--- config.mk ---
export PLATFORM = sky130hd
export DESIGN_NAME = jk_excite_ctrl
export DESIGN_NICKNAME = d
export VERILOG_FILES = /design/src/rtl/jk_excite_ctrl.sv
export SDC_FILE = /design/constraint.sdc
export NUM_CORES = 1
export LEC_CHECK = 0
export CORE_MARGIN = 2
export CORE_UTILIZATION = 48
export CTS_CLUSTER_DIAMETER = 50
export CTS_CLUSTER_SIZE = 10
export DETAILED_ROUTE_END_ITERATION = 12
export PLACE_DENSITY = 0.93
export SKIP_LAST_GASP = 1
export SYNTH_ARGS = -nofsm -noshare
export SYNTH_HDL_FRONTEND = slang
export SYNTH_SLANG_ARGS = --single-unit
--- constraint.sdc ---
create_clock -name clk -period 2.7 [get_ports clk]
set_input_delay 0.27 -clock clk [delete_from_list [all_inputs] [get_ports clk]]
set_output_delay 0.27 -clock clk [all_outputs]
set_load 0.02 [all_outputs]
--- src/rtl/jk_excite_ctrl.sv ---
`default_nettype none
// ============================================================================
// Module   : jk_excite_ctrl
// Brief    : Loads a target value into a JK flip-flop bank.
//            The controller drives J/K, waits for the bank to settle, checks
//            Q against the target, and retries when Q does not match.
// Option   : JK_TOGGLE_DRIVE_EN selects the toggle excitation (J = K = q ^ t).
// Revision : 1.0
// ============================================================================
module jk_excite_ctrl #(
   parameter int WIDTH     = 4,
   parameter int SETTLE    = 1,
   parameter int MAX_RETRY = 3
) (
   input  logic             clk,
   input  logic             clr,
   input  logic             tgt_valid,
   input  logic [WIDTH-1:0] tgt,
   output logic             tgt_ready,
   input  logic [WIDTH-1:0] q_fb,
   output logic [WIDTH-1:0] J,
   output logic [WIDTH-1:0] K,
   output logic             busy,
   output logic             done,
   output logic             err,
   output logic [3:0]       retries
);

   localparam int CW = (SETTLE > 1) ? $clog2(SETTLE) : 1;

   typedef enum logic [1:0] {
      S_IDLE   = 2'd0,
      S_DRIVE  = 2'd1,
      S_SETTLE = 2'd2,
      S_CHECK  = 2'd3
   } state_t;

   state_t           r_state, w_state_nxt;
   logic [WIDTH-1:0] r_tgt, w_tgt_nxt;
   logic [WIDTH-1:0] r_j, w_j_nxt;
   logic [WIDTH-1:0] r_k, w_k_nxt;
   logic [CW-1:0]    r_cnt, w_cnt_nxt;
   logic [3:0]       r_retries, w_retries_nxt;
   logic             r_done, w_done_nxt;
   logic             r_err, w_err_nxt;
   logic [WIDTH-1:0] w_ex_t, w_ex_j, w_ex_k;
   logic             w_match;

   // Excitation target: the live input on accept, the latched copy on retry.
   assign w_ex_t  = (r_state == S_IDLE) ? tgt : r_tgt;
   assign w_match = (q_fb == r_tgt);

`ifdef JK_TOGGLE_DRIVE_EN
   assign w_ex_j = q_fb ^ w_ex_t;
   assign w_ex_k = q_fb ^ w_ex_t;
`else
   assign w_ex_j = ~q_fb & w_ex_t;
   assign w_ex_k = q_fb & ~w_ex_t;
`endif

   always_comb begin
      w_state_nxt   = r_state;
      w_tgt_nxt     = r_tgt;
      w_j_nxt       = '0;
      w_k_nxt       = '0;
      w_cnt_nxt     = r_cnt;
      w_retries_nxt = r_retries;
      w_done_nxt    = 1'b0;
      w_err_nxt     = 1'b0;
      case (r_state)
         S_IDLE: begin
            if (tgt_valid) begin
               w_tgt_nxt     = tgt;
               w_j_nxt       = w_ex_j;
               w_k_nxt       = w_ex_k;
               w_retries_nxt = 4'd0;
               w_state_nxt   = S_DRIVE;
            end
         end
         S_DRIVE: begin
            w_cnt_nxt   = CW'(SETTLE - 1);
            w_state_nxt = S_SETTLE;
         end
         S_SETTLE: begin
            if (r_cnt == '0) begin
               w_state_nxt = S_CHECK;
            end else begin
               w_cnt_nxt = r_cnt - 1'b1;
            end
         end
         S_CHECK: begin
            if (w_match) begin
               w_done_nxt  = 1'b1;
               w_state_nxt = S_IDLE;
            end else if (r_retries < 4'(MAX_RETRY)) begin
               w_retries_nxt = r_retries + 4'd1;
               w_j_nxt       = w_ex_j;
               w_k_nxt       = w_ex_k;
               w_state_nxt   = S_DRIVE;
            end else begin
               w_done_nxt  = 1'b1;
               w_err_nxt   = 1'b1;
               w_state_nxt = S_IDLE;
            end
         end
         default: w_state_nxt = S_IDLE;
      endcase
   end

   always_ff @(posedge clk) begin
      if (clr) begin
         r_state   <= S_IDLE;
         r_tgt     <= '0;
         r_j       <= '0;
         r_k       <= '0;
         r_cnt     <= '0;
         r_retries <= 4'd0;
         r_done    <= 1'b0;
         r_err     <= 1'b0;
      end else begin
         r_state   <= w_state_nxt;
         r_tgt     <= w_tgt_nxt;
         r_j       <= w_j_nxt;
         r_k       <= w_k_nxt;
         r_cnt     <= w_cnt_nxt;
         r_retries <= w_retries_nxt;
         r_done    <= w_done_nxt;
         r_err     <= w_err_nxt;
      end
   end

   assign tgt_ready = (r_state == S_IDLE) && !clr;
   assign busy      = (r_state != S_IDLE);
   assign J         = r_j;
   assign K         = r_k;
   assign done      = r_done;
   assign err       = r_err;
   assign retries   = r_retries;

endmodule
`default_nettype wire

Word-level counts from Yosys, hierarchy flattened
Cells that the tools add are included.
{ "word_totals": {"inputBits": 11, "ff_bits": 21} }
{ "op_classes": {"eq_ne": 8, "n_bitwise": 5, "addsub": 2, "order_cmp": 1, "n_reduce_logical": 11, "mux": 22} }
{ "ops": {"columns": ["cell", "count"], "rows": [
  ["$mux W4", 10],
  ["$pmux W4 S2", 3],
  ["$and A4 B4 Y4", 2],
  ["$ne A2 B2 Y1 const B", 4],
  ["$not A4 Y4", 2],
  ["$pmux W2 S4", 1],
  ["$reduce_bool A2 Y1", 3],
  ["$mux W1", 5],
  ["$add A4 B1 Y4 const B", 1],
  ["$eq A2 B2 Y1 const B", 2],
  ["$eq A4 B4 Y1", 1],
  ["$lt A4 B2 Y1 const B", 1],
  ["$mux W2", 2],
  ["$reduce_and A2 Y1", 2],
  ["$reduce_and A4 Y1", 1],
  ["$reduce_or A3 Y1", 1],
  ["$eq A2 B1 Y1 const B", 1],
  ["$logic_not A2 Y1", 1],
  ["$pmux W1 S2", 1],
  ["$reduce_or A2 Y1", 1],
  ["$logic_and A1 B1 Y1", 1],
  ["$logic_not A1 Y1", 1],
  ["$not A1 Y1", 1],
  ["$sub A1 B1 Y1 const B", 1]
]} }

Depth between registers and ports, before layout
Gate-level depths: netlist (run 1).
{ "depth": {"word_depth": 7, "mapped_depth": 6, "depth_no_buf": 6} }

Least setup slack after synthesis (run 1)
Ideal clock, no wire load.
{ "synth_timing": {"path_kind": "reg2out", "startpoint": "reg r_state[0]", "endpoint": "out tgt_ready", "t_arrival_ps": 1452, "setup_slack_ps": 978, "path_stages_with_launch": 6, "n_path_buf": 1, "path_cell_list": "dfxtp_1 -> inv_1 -> ha_1 -> clkbuf_1 -> inv_1 -> nor2_1"} }
{ "synth_between": {"elab_chain_cells": 2} }
{ "synth_rtl": {"columns": ["item", "line_no", "rtl"], "rows": [
  ["from (decl)", "38", "state_t r_state, w_state_nxt;"],
  ["from (signal assigned)", "121", "r_state <= w_state_nxt;"],
  ["$logic_not A2 Y1", "132", "assign tgt_ready = (r_state == S_IDLE) && !clr;"],
  ["$logic_and A1 B1 Y1", "132", null],
  ["to (decl)", "19", "output logic tgt_ready,"]
]} }
No other way between the ends.

Worst setup path in the final report (run 1)
{ "layout_timing": {"startpoint": "in clr", "endpoint": "out tgt_ready"} }
{ "layout_between": {"elab_chain_cells": 2} }
{ "layout_rtl": {"columns": ["item", "line_no", "rtl"], "rows": [
  ["from (decl)", "16", "input logic clr,"],
  ["$logic_not A1 Y1", "132", null],
  ["$logic_and A1 B1 Y1", "132", null]
]} }
No other way between the ends.

==> impl_results.md, run 1 <==
* Status: finished clean
* Die H at 46.8 um
* CTS tree: built
* Post-synthesis cell count at 94
* Post-detail-place hpwl at 1.48 mm
* Drt wl/cell at 13.8 um
* FF-to-FF End: J[1]$_SDFF_PP0_
* HP Start: r_tgt[2]$_SDFFE_PP0P_
* RSZ-0062 raised after global routing: false
* Cell Rows at 15
* Fin crit share at about three quarters
* Final Hold Viols at 0
* WP data required at 2.43 ns
* Seq cells post-synth at 20
* Top-area cell type share of the netlist area at a little under half
* CP Cell Sequence: clkdlybuf4s50_1 > nor2_1 > clkdlybuf4s50_1
* Routed Antenna Nets at 0
* Antenna diodes at 0
* DR DRC count at 0
* Depth of the worst hold-timing path at 2
* Avg Vias per Cell at 5.47
* Share of flip-flops with an asynchronous set or reset at 0%
* Max rail drop VDD at 0.796 mV
* Post-synth top area cell: dfxtp_1
* Max-cap violations at 0
* Post-Syn Nets at 109
* R2r setup slk at 0.97 ns
* Die X at 46.8 um
* Count leader, synth: dfxtp_1
* Most used DFF post-synth: dfxtp_1
* FF-to-FF path depth at 5
* DIE AREA at 2190 sq um
* Hold Buf Count CTS at 0
* Fin crit period at around 2.0 ns
* Clock tree buffer depth at 2
* Hold slack at 0.500 ns
* Setup crit start: clr
* Final Skew at between 0.01 and 0.015 ns
* Seq. cell area at 400 sq um
* GRT Residual Overflow at 0
* IO Pins at 27
* Slew HR at 70.2%
* CP Launch Type: input port
* Max Fclk at 0.506 GHz
* Setup violators final at 0
* Syn. warnings at 0
* Share of layout cells above drive strength 1 at about 6.6%
* PwrDens at 852 nW/um^2
* DRT Wirelength at 2.03 mm
* Fin util at a little over two thirds
* Vias at 804
* EDFF count, synth at 0
* Skew-Pair Late Insertion Delay at 0.30 ns
* Port buffer count at 26
* Critical path capture point type: output port
* Tot GR Track Use at 20.1%
* Max FO, Critical Path at 13
* CTS buffer count at 3
* Clk slew on worst S/H paths at around 0.11 ns
* Bufs and invs on worst path at 2
* Depth of the CTS H-tree at 1
* Syn Area/Cell at 9.36 sq um
* CP dominant cell by count: clkdlybuf4s50_1
* Register area share after synthesis at 45.5%
* Initial DRC count at 9
* Post-CTS Setup Inserts at 0
* DRT Pass-1 Iters at 4
* Final WS setup at 0.723 ns
* Crit path max-delay family: buffers and inverters
* Multi-input gate area at about 450 sq um
* Initial antenna violation count at 0
* Post-route total power at about 1000 uW
* RR Startpoint: retries[0]$_SDFFE_PP0P_
* Crit path kind: in2out
* Sink Count at 20
* Top cells by area, synth: dfxtp_1, ha_1, mux2i_1, nand3_1, nor2_1
* Hold Path Class: reg2reg
* DP Worst Slack at 0.729 ns
* Leakage at approximately 0.00049 uW
* Largest net degree at the start of global routing at 14
* Slowest stage delay, CP at 0.63 ns
* Worst Hold End: r_tgt[2]$_SDFFE_PP0P_
* Slowest cell on the critical path: clkdlybuf4s50_1
* Initial Util at 50.9%
* Post-CTS sizing at 0
* First-pass GRT wire length at 3.13 mm
* Fillers at between 150 and 200
* Core Region at 1730 sq um
* Post-Route Setup TNS at 0 ns
* Mapped Area at a little under 900 sq um
* Unique cell type count in the Yosys netlist at 26
* Worst-Margin Slew at 0.443 ns
* Fin nets at 138
* Final Slew Violations at 0
* Root Buffer: clkbuf_4
* CP Data Arrival Time at approximately 1.7 ns
* Commonest cells post-synth: dfxtp_1, nor2_1, nand3_1
* Number of cells on the critical path at 3
* Placer Congestion at roughly 0.83
* Vias in the first global route at 738
* Synthesis-to-layout area growth at 38.3%
## state kept, by name (all words and copies together), names as in the netlist
name,cells
J,4
K,4
r_tgt,4
retries,4
r_state,2
done,1
err,1
## layout make-up
class	count	share of cell area [%]
Sequential cell	20	32.9
Clock buffer	3	1.85
Multi-Input combinational cell	68	37.2
Tap cell	25	2.57
Clock inverter	1	2.47
Timing Repair Buffer	27	22.0
Inverter	3	0.926
## how the worst max path moves through the flow
stage	to
3_5_place_dp	tgt_ready
4_1_cts	tgt_ready
2_1_floorplan	tgt_ready
5_1_grt	tgt_ready
6_report	tgt_ready
3_3_place_gp	tgt_ready
## stage by stage
| step | area (sq um) | instances |
|---|---|---|
| after floorplan | 880 | 94 |
| after global placement | 1160 | 143 |
| after CTS | 1220 | 147 |
| after global routing | 1220 | 147 |
| final | 1220 | 147 |
| after detailed placement | 1160 | 143 |
## kinds of logic after synthesis
| family | after synthesis | synth area share [%] |
|---|---|---|
| AO/OA/AOI/OAI | 14 | 12.4 |
| flip-flops | 20 | 45.5 |
| adder cells (fa/ha/maj) | 4 | 5.69 |
| buffers and inverters | 6 | 2.99 |
| XOR/XNOR | 4 | 3.98 |
| multiplexers | 5 | 5.69 |
| AND/OR/NAND/NOR | 41 | 23.8 |
## routing by layer
metal  track usage, %  wire length (um)  part of all wire (%)  vias to the layer above
met5                0                 0                     0                        -
met4             9.44                61                   3.0                        0
met3             4.62               120                   5.9                       10
met2             35.3              1010                    50                       33
met1             23.0               829                    41                      373
li1                 -                 -                     -                      388
## worst reg2reg max path, cell delays in order, from the launching register on
cell and delay (ns):
dfxtp_1 0.37, ha_1 0.24, nor3_1 0.28, o41a_4 0.28, a21boi_4 0.10, nor4_1 0.35
## layout by cell type (no fill, tap or decap), drive strengths merged, types with 2 or more instances in the layout
| master | netlist | final |
|---|---|---|
| mux2i | 5 | 5 |
| clkdlybuf4s50 | 0 | 26 |
| a21oi | 6 | 6 |
| nand3 | 8 | 8 |
| clkbuf | 2 | 3 |
| nand3b | 2 | 2 |
| nor4 | 5 | 5 |
| ha | 4 | 4 |
| o21ai | 2 | 2 |
| xor2 | 4 | 4 |
| nor3 | 2 | 2 |
| and2 | 2 | 2 |
| nor2 | 10 | 10 |
| dfxtp | 20 | 20 |
| nand2 | 6 | 6 |
| nand2b | 3 | 3 |
| inv | 3 | 3 |
## power by group
group	internal, uW	total (uW)	switching (uW)
Sequential	331	356	25.4
Clock	150	242	92.4
Combinational	186	437	251
Total	667	1040	368
No activity file was read; power rests on OpenSTA's default activity.
==> run 2, diff against run 1 <==
CORE_UTILIZATION = 40   (was 48)
PLACE_DENSITY = 0.84   (was 0.93)
clock period = 1.6 ns   (was 2.7 ns; I/O delays follow)
==> run 2 against run 1 <==
Compared with the run above:
- sequential power up 69%
- clock-buffer cell count grew 1
- core utilization down 8.9 points
- hold slack got worse by 0.056 ns
- wire length shrank 0.54%
- first-iteration DRC count increased by 33%
- via count is 0.12% lower
- combinational power rose by 75%
- design area grew 2.4%
- critical path type is now reg2reg
- critical endpoint is now retries[1]$_SDFFE_PP0P_
==> impl_results.md, run 2 (synthesis gave the netlist of run 1 again) <==
* Status: finished clean (unchanged)
* DR DRC count at 0 (unchanged)
* Fin crit period at 1.58 ns
* Bufs and invs on worst path at 2 (unchanged)
* PwrDens at 1330 nW/um^2 (was 852 nW/um^2)
* First-pass GRT wire length at 3.28 mm (was 3.13 mm)
* CP Launch Type: register (was input port)
* Slowest cell on the critical path: dfxtp_2 (was clkdlybuf4s50_1)
* Placed Cells at 149 (was 143)
* Most common cell after layout, fill and taps aside: clkdlybuf4s50_1 (unchanged)
* CP Data Arrival Time at 1.77 ns (was 1.71 ns)
* Fin nets at 142 (was 138)
* Drt wl/cell at 13.2 um (was 13.8 um)
* Vias in the first global route at 756 (was 738)
* Final instance area at 1240 sq um (was 1220 sq um)
* Post-CTS Setup Inserts at 0 (unchanged)
* Seq pwr share at 36.2% (was 34.4%)
* Slew HR at 76.3% (was 70.2%)
* Root Buffer: clkbuf_4 (unchanged)
* Largest net degree at the start of global routing at 13 (was 14)
* Slowest stage delay, CP at 0.36 ns (was 0.63 ns)
* Core Region at 2020 sq um (was 1730 sq um)
* Highest-count cells in the layout ignoring fill and taps: clkdlybuf4s50_1, dfxtp_1, nor2_1 (unchanged)
* Crit path max-delay family: compound AO/OA/AOI/OAI gates (was buffers and inverters)
* Leakage at 0.000504 uW (was 0.000489 uW)
* CTS tree: built (unchanged)
* Max rail drop VDD at 0.694 mV (was 0.796 mV)
* Max Fclk at 0.634 GHz
* DIE AREA at 2590 sq um (was 2190 sq um)
* Sink Count at 20 (unchanged)
* DRT Wirelength at 2.01 mm (was 2.03 mm)
* DP Worst Slack at -0.204 ns (was 0.729 ns)
* Post-route total power at 1660 uW (was 1040 uW)
* Post-detail-place hpwl at 1.51 mm (was 1.48 mm)
* Vias at 803 (was 804)
* CTS buffer count at 3 (unchanged)
* Final WS setup at 0.0226 ns (was 0.723 ns)
* Comb pwr share at 46.2% (was 42.2%)
* IO Pins at 27 (unchanged)
* Max FO, Critical Path at 11 (was 13)
* Crit path kind: reg2reg (was in2out)
* Max-cap violations at 0 (unchanged)
* WP data required at 1.79 ns (was 2.43 ns)
* Hold slack at 0.444 ns (was 0.500 ns)
* Antenna diodes at 0 (unchanged)
* P_sw at 634 uW (was 368 uW)
* Placer Congestion at 0.814 (was 0.831)
* Setup violators final at 0 (unchanged)
* Fin crit share at 98.6%
* Internal at 1020 uW (was 667 uW)
* Final Hold Viols at 0 (unchanged)
* Depth of the CTS H-tree at 1 (unchanged)
* Initial Util at 43.5% (was 50.9%)
* Hold Path Class: in2reg (was reg2reg)
* GRT Residual Overflow at 0 (unchanged)
* Non-Filler Instances at 153 (was 147)
* Die X at 50.9 um (was 46.8 um)
* Clk slew on worst S/H paths at 0.11 ns (about the same)
* Final Skew at 0.00818 ns (was 0.0136 ns)
* Share of layout cells above drive strength 1 at 14.3% (was 6.56%)
* Initial antenna violation count at 0 (unchanged)
* CP Cell Sequence: inv_1 > ha_1 > buf_4 > nand2b_1 > o21ai_0 > a21oi_1 > o22ai_1 (was clkdlybuf4s50_1 > nor2_1 > clkdlybuf4s50_1)
* Worst-Margin Slew at 0.352 ns (was 0.443 ns)
* Critical path capture point type: register (was output port)
* Initial DRC count at 12 (was 9)
* RSZ-0062 raised after global routing: true (was false)
* Cell Rows at 16 (was 15)
* Skew-Pair Late Insertion Delay at 0.30 ns (about the same)
* Clock tree buffer depth at 2 (unchanged)
* Tot GR Track Use at 17.0% (was 20.1%)
* Synthesis-to-layout area growth at 41.5% (was 38.3%)
* Switching part of the total at 38.3% (was 35.6%)
* Avg Vias per Cell at 5.25 (was 5.47)
* Die H at 50.9 um (was 46.8 um)
* DRT Pass-1 Iters at 4 (unchanged)
* Routed Antenna Nets at 0 (unchanged)
* Clock power share at 17.7% (was 23.4%)
* Final Slew Violations at 0 (unchanged)
* Placed inst area at 1200 sq um (was 1160 sq um)
* Port buffer count at 26 (unchanged)
## run 2: changes by cell type in the layout (fill, tap and decap cells not counted), sizes merged
| cell | before | now |
|---|---|---|
| buf | 1 | 5 |
| bufinv | 1 | 0 |
| clkbuf | 3 | 5 |
| clkdlybuf4s15 | 0 | 1 |
| clkdlybuf4s50 | 26 | 24 |
## run 2: metal layers
metal | up-vias | part of all wire [%] | track usage (%)
li1 | 395 | - | -
met4 | 0 | 3.1 | 12.2
met3 | 6 | 4.5 | 2.34
met5 | - | 0 | 0
met2 | 26 | 47 | 28.5
met1 | 376 | 45 | 19.7
## run 2: power by group through the flow
stage | clock network (uW) | registers (uW) | logic, uW
after CTS | 299 | 595 | 752
after global placement | 0 | 604 | 735
final | 293 | 600 | 765
after detailed placement | 0 | 607 | 759
after floorplan | 0 | 631 | 477
after global routing | 317 | 607 | 827
## run 2: final timing paths
| check | start | endpoint | slack [ns] | depth (start not counted) |
|---|---|---|---|---|
| worst max-delay path | r_state[0]$_SDFFE_PP0N_ | retries[1]$_SDFFE_PP0P_ | 0.02 | 7 |
| worst min-delay path | tgt[3] | r_tgt[3]$_SDFFE_PP0P_ | 0.44 | 3 |
| worst max register to register | r_state[0]$_SDFFE_PP0N_ | retries[1]$_SDFFE_PP0P_ | 0.02 | 7 |
| worst min register to register | r_tgt[3]$_SDFFE_PP0P_ | r_tgt[3]$_SDFFE_PP0P_ | 0.51 | 2 |
## run 2: repair_timing
action,CTS,global route
pin swaps,0,1
hold buffers,0,0
cloned,0,0
gates resized for setup,3,6
setup endpoints to repair,3,13
## run 2: final cells by class
cell class | count | area [sq um]
Fill cell | 159 | 777
Tap cell | 27 | 33.8
Clock buffer | 4 | 36.3
Multi-Input combinational cell | 68 | 469
Sequential cell | 20 | 402
Inverter | 3 | 11.3
Timing Repair Buffer | 31 | 293
## run 2: worst register-to-register path, delay by kind of cell, from the launching register on
kind	cells	cell delay (ns)
AO/OA/AOI/OAI	3	0.41
flip-flops	1	0.36
buffers and inverters	2	0.26
adder cells (fa/ha/maj)	1	0.23
AND/OR/NAND/NOR	1	0.22
## run 2: through the flow
step,utilization (%),setup TNS (ns)
floorplan,-,0
detailed placement,59.3,-1.85
CTS,61.3,-0.0191
finish,61.6,0
global placement,59.3,-1.52
global route,61.6,-0.141
==> run 3, diff against run 2 <==
ABC_AREA = 1   (was default)
CORE_UTILIZATION = 41   (was 40)
==> run 3 against run 2 <==
Compared with the run above:
- area after synthesis up 7.3%
- core utilization down 2.5 points
- die area up 4.3%
- register-to-register slack better by 0.13 ns
- setup slack better by 0.11 ns
- sequential power up 6.8%
- sequential share of layout area down 1.3 points
- clock power down 2%
- combinational power up 39%
- first-iteration DRC count up 140%
- largest power group unchanged
==> impl_results.md, run 3 <==
* FF-to-FF End: retries[1]$_SDFFE_PP0P_ (unchanged)
* First-pass GRT wire length at 3.34 mm (was 3.28 mm)
* Depth of the CTS H-tree at 1 (unchanged)
* CP endpoint: retries[2] (was retries[1]$_SDFFE_PP0P_)
* Crit path kind: reg2out (was reg2reg)
* Switching part of the total at 42.8% (was 38.3%)
* CTS buffer count at 3 (unchanged)
* Final instance area at 1290 sq um (was 1240 sq um)
* Post-synth top area cell: dfxtp_1 (unchanged)
* Number of cells on the critical path at 1 (was 7)
* Syn Area/Cell at 7.43 sq um (was 9.36 sq um)
* Sink Count at 20 (unchanged)
* Commonest cells post-synth: nand2_1, dfxtp_1, inv_1, nand3_1, nor2_1 (was dfxtp_1, nor2_1, nand3_1)
* RR Startpoint: r_state[0]$_SDFFE_PP0N_ (unchanged)
* Port buffer count at 26 (unchanged)
* Die X at 52.0 um (was 50.9 um)
* Non-Filler Instances at 189 (was 153)
* WP data required at 1.44 ns (was 1.79 ns)
* Final Slew Violations at 0 (unchanged)
* Count leader, synth: nand2_1 (was dfxtp_1)
* Clock tree buffer depth at 2 (unchanged)
* Leakage at 0.000568 uW (was 0.000504 uW)
* Top-area cell type share of the netlist area at 42.4% (was 45.5%)
* Max Fclk at 0.680 GHz (was 0.634 GHz)
* Seq pwr share at 32.2% (was 36.2%)
* DIE AREA at 2700 sq um (was 2590 sq um)
* Synthesis-to-layout area growth at 37.3% (was 41.5%)
* Max rail drop VDD at 0.623 mV (was 0.694 mV)
* EDFF count, synth at 0 (unchanged)
* Hold Path Class: in2reg (unchanged)
* DR DRC count at 0 (unchanged)
* IO Pins at 27 (unchanged)
* Seq. cell area at 400 sq um (was 402 sq um)
* Core Region at 2190 sq um (was 2020 sq um)
* DRT Pass-1 Iters at 4 (unchanged)
* CP Cell Sequence: clkdlybuf4s50_1 (was inv_1 > ha_1 > buf_4 > nand2b_1 > o21ai_0 > a21oi_1 > o22ai_1)
* R2r setup slk at 0.15 ns (was 0.02 ns)
* DRT Wirelength at 2.07 mm (was 2.01 mm)
* CP Data Arrival Time at 1.31 ns (was 1.77 ns)
* Crit path max-delay family: buffers and inverters (was compound AO/OA/AOI/OAI gates)
* Placed Cells at 185 (was 149)
* Fillers at 187 (was 159)
* Tot GR Track Use at 16.9% (was 17.0%)
* Most common cell after layout, fill and taps aside: nand2_1 (was clkdlybuf4s50_1)
* PwrDens at 1540 nW/um^2 (was 1330 nW/um^2)
* Post-Syn Nets at 142 (was 109)
* CTS tree: built (unchanged)
* RSZ-0062 raised after global routing: false (was true)
* Vias in the first global route at 811 (was 756)
* Slew HR at 79.3% (was 76.3%)
* Final Hold Viols at 0 (unchanged)
* Fin crit period at 1.47 ns (was 1.58 ns)
* Initial antenna violation count at 0 (unchanged)
* Highest-count cells in the layout ignoring fill and taps: nand2_1, clkdlybuf4s50_1, dfxtp_1 (was clkdlybuf4s50_1, dfxtp_1, nor2_1)
* Drt wl/cell at 10.9 um (was 13.2 um)
* Slowest cell on the critical path: clkdlybuf4s50_1 (was dfxtp_2)
* Root Buffer: clkbuf_4 (unchanged)
* Placed inst area at 1270 sq um (was 1200 sq um)
* Fin crit share at 91.9% (was 98.6%)
* Max-cap violations at 0 (unchanged)
* Most used DFF post-synth: dfxtp_1 (unchanged)
* Setup crit start: retries[2]$_SDFFE_PP0P_ (was r_state[0]$_SDFFE_PP0N_)
* Share of flip-flops with an asynchronous set or reset at 0% (unchanged)
* Status: finished clean (unchanged)
* Initial DRC count at 29 (was 12)
* Unique cell type count in the Yosys netlist at 16 (was 26)
* Multi-input gate area at 472 sq um (was 469 sq um)
* Setup violators final at 0 (unchanged)
* Routed Antenna Nets at 0 (unchanged)
* Fin util at 59.1% (was 61.6%)
* Placer Congestion at 0.778 (was 0.814)
* Post-detail-place hpwl at 1.62 mm (was 1.51 mm)
* Internal at 1140 uW (was 1020 uW)
* Mapped Area at 943 sq um (was 880 sq um)
* P_sw at 851 uW (was 634 uW)
* Hold Buf Count CTS at 0 (unchanged)
* Bufs and invs on worst path at 1 (was 2)
* Initial Util at 43.1% (was 43.5%)
* Antenna diodes at 0 (unchanged)
* Die H at 52.0 um (was 50.9 um)
* Post-synthesis cell count at 127 (was 94)
* Clock power share at 14.4% (was 17.7%)
* Clk slew on worst S/H paths at 0.11 ns (about the same)
* Vias at 918 (was 803)
* Final Skew at 0.00515 ns (was 0.00818 ns)
* Register area share after synthesis at 42.4% (was 45.5%)
* FF-to-FF path depth at 10 (was 7)
* Syn. warnings at 0 (unchanged)
* Worst-Margin Slew at 0.307 ns (was 0.352 ns)
* Share of layout cells above drive strength 1 at 18.0% (was 14.3%)
* Comb pwr share at 53.4% (was 46.2%)
* Slowest stage delay, CP at 0.62 ns (was 0.36 ns)
* Avg Vias per Cell at 4.86 (was 5.25)
* Skew-Pair Late Insertion Delay at 0.30 ns (about the same)
* CP Launch Type: register (unchanged)
* Post-route total power at 1990 uW (was 1660 uW)
* Seq cells post-synth at 20 (unchanged)
* GRT Residual Overflow at 0 (unchanged)
* Cell Rows at 17 (was 16)
* Post-CTS Setup Inserts at 0 (unchanged)
* Critical path capture point type: output port (was register)
* Largest net degree at the start of global routing at 12 (was 13)
* Top cells by area, synth: dfxtp_1, nand2_1, nand3_1, ha_1, nor3_2 (was dfxtp_1, ha_1, mux2i_1, nand3_1, nor2_1)
* Max FO, Critical Path at 3 (was 11)
* Fin nets at 177 (was 142)
* Post-Route Setup TNS at 0 ns (unchanged)
==> run 3: stage by stage <==
step	hold slack [ns]	setup slack, ns
2_1_floorplan	0.229	0.249
3_3_place_gp	0.454	0.0991
3_5_place_dp	0.456	0.0555
4_1_cts	0.461	0.00255
5_1_grt	0.460	0.00825
6_report	0.462	0.130
==> run 3: per-layer routing <==
| metal | share of wire, % | track usage, % | wire length, um | vias up |
|---|---|---|---|---|
| met4 | 2.9 | 11.4 | 59 | 0 |
| met2 | 49 | 28.1 | 1020 | 33 |
| met5 | 0 | 0 | 0 | - |
| met3 | 4.4 | 2.01 | 91 | 7 |
| met1 | 44 | 20.2 | 899 | 413 |
| li1 | - | - | - | 465 |
==> run 3: power groups by stage <==
stage | Sequential [uW] | Clock, uW | Combinational [uW]
floorplan | 702 | 0 | 658
global placement | 644 | 0 | 1040
detailed placement | 651 | 0 | 1080
CTS | 640 | 296 | 1070
global route | 650 | 320 | 1170
finish | 641 | 286 | 1060
==> run 3: how the worst min path moves through the flow <==
stage	from	to	slack, ns	depth (start not counted)
CTS	tgt[3]	r_tgt[3]$_SDFFE_PP0P_	0.46	3
global route	q_fb[0]	K[0]$_SDFF_PP0_	0.46	3
floorplan	clr	r_state[0]$_SDFFE_PP0N_	0.23	1
detailed placement	retries[3]$_SDFFE_PP0P_	retries[3]$_SDFFE_PP0P_	0.46	2
finish	tgt[3]	r_tgt[3]$_SDFFE_PP0P_	0.46	3
global placement	retries[3]$_SDFFE_PP0P_	retries[3]$_SDFFE_PP0P_	0.45	2
==> run 3: logic make-up (layout without fill, tap and decap cells) <==
family / after synthesis / in the layout / synth area share (%)
buf+inv: 19 / 53 / 7.56
fa+ha+maj: 4 / 4 / 5.31
compound gates: 12 / 12 / 6.37
flops: 20 / 20 / 42.4
simple gates: 72 / 72 / 38.3
==> run 3: cell type report <==
cell class	instances	share of cell area [%]
timing repair buffer	30	21.6
multi-input combinational	88	36.4
sequential	20	30.9
inverter	19	5.51
tap	28	2.71
clock buffer	4	2.80
==> run 3: what timing repair did <==
action | in CTS | in global routing
gates resized for setup | 2 | 4
setup endpoints to repair | 2 | 2
gates cloned | 0 | 0
hold endpoints to repair | 0 | 0
==> run 3: tightest hold or removal path, delay by kind of cell <==
family / cells / cell delay, ns
AOI/OAI and AO/OA: 1 / 0.06
and+or+nand+nor: 1 / 0.09
buffers and inverters: 1 / 0.42
==> RTL edit (flow settings as in run 2) <==
Change the parameter `WIDTH` from 4 to 3.
--- a/src/rtl/jk_excite_ctrl.sv
+++ b/src/rtl/jk_excite_ctrl.sv
@@ -10,3 +10,3 @@
 module jk_excite_ctrl #(
-   parameter int WIDTH     = 4,
+   parameter int WIDTH     = 3,
    parameter int SETTLE    = 1,
Interface: changed (resized J, K, q_fb and tgt); port bits go from 27 to 23. No check against the original RTL was run, so the function may have changed too.
==> RTL edit against run 2 <==
- final area shrank 6.7%
- utilization grew 4.2 points
- power shrank 8.0%
- setup slack gained 0.015 ns
- sequential cell count shrank 3
- wire length shrank 6.2%
- critical path depth shrank 2
- largest power group unchanged
- highest routed layer unchanged
- largest cell class unchanged
- area after synthesis shrank 12%
==> RTL edit: results (changes against run 2) <==
[global_routing]
grt_use_total = 0.203  ; +0.0332
grt_max_degree = 10  ; -3
grt_pass1_vias = 712  ; -5.8%
grt_pass1_wl_mm = 3.04  ; -7.4%
grt_antenna_before_repair = 0  ; unchanged

[yosys]
yosysSeqAreaShare = 0.440  ; -0.0151
synth-compound-area-share = 0.126  ; +0.00246
async_flop_share = 0  ; unchanged
avgSynthCellArea_um2 = 9.67  ; +3.3%
synth_mux_area_frac = 0.0388  ; -0.0181
netlist_top_cells_area = dfxtp_1 (44%), ha_1 (6.5%), nor4_2 (4.9%), a21oi_1 (3.9%), mux2i_1 (3.9%)
syn-num-nets = 93  ; -15%
synthTopCellsByCount = dfxtp_1 (17), a21oi_1 (6), nor2_1 (6)
synth_top_family_by_area = simple AND/OR/NAND/NOR gates
synth_warnings = 0  ; unchanged
synth_fa_ha_area_frac = 0.0647  ; +0.00783
synth_xor_area_frac = 0.0340  ; -0.00585
synth_cell_types = 28  ; +7.7%

[critical_path]
critPathMaxFanout = 5  ; -6
r2r_cells = 5  ; -2
cp.arrival_ns = 1.77  ; about the same

[routing]
drt-wirelength-per-cell_um = 13.6  ; +3.3%
first_pass_iters = 4  ; unchanged
drt_iter0_markers = 6  ; -6
via_count = 723  ; -10%

[min_path]
holdPathStages = 3  ; unchanged
hp-class = in -> reg

[place]
port_buffers = 22  ; -15%
globalplace.congestion = 0.825  ; +1.3%
post-place-cells = 134  ; -10%
hpwl_mm = 1.41  ; -6.7%

[power_and_ir_drop]
ir_worst_vdd_mv = 0.794  ; +14%
total_leakage_power_uw = 0.000460  ; -8.7%

[clock_network]
cts.path.max_buffers = 2  ; unchanged
numCtsBuffers = 3  ; unchanged
cts-htree-levels = 1  ; unchanged
clock_latency_ns = 0.29
cts_root_buf = clkbuf_4

[layout]
largest_reg_flops = 4
num_antenna_cells = 0  ; unchanged
layout-drive-gt1-share = 0.246  ; +0.103
final_cells = 139  ; -9.2%

[timing]
fin_skew_ns = 0.00410  ; -0.00408 ns
max_slew_margin = 0.681  ; -0.0820

[status]
outcome = completed

[RTL edit: repair_timing]
item | CTS | global route
setup endpoints to repair | 4 | 9
pin swaps | 0 | 2
setup buffers | 0 | 1
resized for setup | 3 | 15
hold endpoints to repair | 0 | 0
[RTL edit: where the power goes]
part / internal [µW] / switching (µW)
registers: 482 / 35.1
clock network: 97.1 / 137
logic: 319 / 455
[RTL edit: stage by stage]
step	setup slack, ns	total power (µW)	hold WS, ns	instance area, µm²	setup TNS, ns
after floorplan	0.156	1000	0.231	773	0
after global routing	-0.0435	1640	0.466	1160	-0.144
final	0.0381	1520	0.446	1160	0
after CTS	0.00548	1480	0.449	1110	0
after global placement	-0.0127	1240	0.468	1080	-0.0393
after detailed placement	-0.125	1260	0.477	1080	-0.427
[RTL edit: cell type report]
cell class,instances,area (µm²)
Clock buffer,4,26.3
Inverter,4,15.0
Timing Repair Buffer,32,285
Fill cell,152,603
Tap cell,25,31.3
Multi-Input combinational cell,57,458
Sequential cell,17,345
[RTL edit: critical path: stages (launching register included)]
cell and delay, ns:
dfxtp_4 0.38, ha_4 0.16, nor3_4 0.30, o311ai_4 0.17, and2_4 0.22, nor4_4 0.24
[RTL edit: routing by layer]
metal,global-route usage,vias up,wire [µm]
li1,-,356,-
met1,0.215,334,811
met2,0.339,25,912
met3,0.0453,8,74
met4,0.168,0,91
met5,0,-,0
[RTL edit: cell families after synthesis]
family | count (synthesis)
AND/OR/NAND/NOR | 33
buffers and inverters | 6
AO/OA/AOI/OAI | 14
multiplexers | 3
flip-flops | 17
adder cells (fa/ha/maj) | 4
XOR/XNOR | 3
[RTL edit: path summary, 6_finish.rpt]
kind	start	endpoint	slack, ns
worst max-delay path	retries[0]	J[2]	0.04
worst min register to register	r_tgt[2]	r_tgt[2]	0.49
worst min-delay path	tgt[2]	r_tgt[2]	0.45
worst max register to register	retries[0]	J[2]	0.04
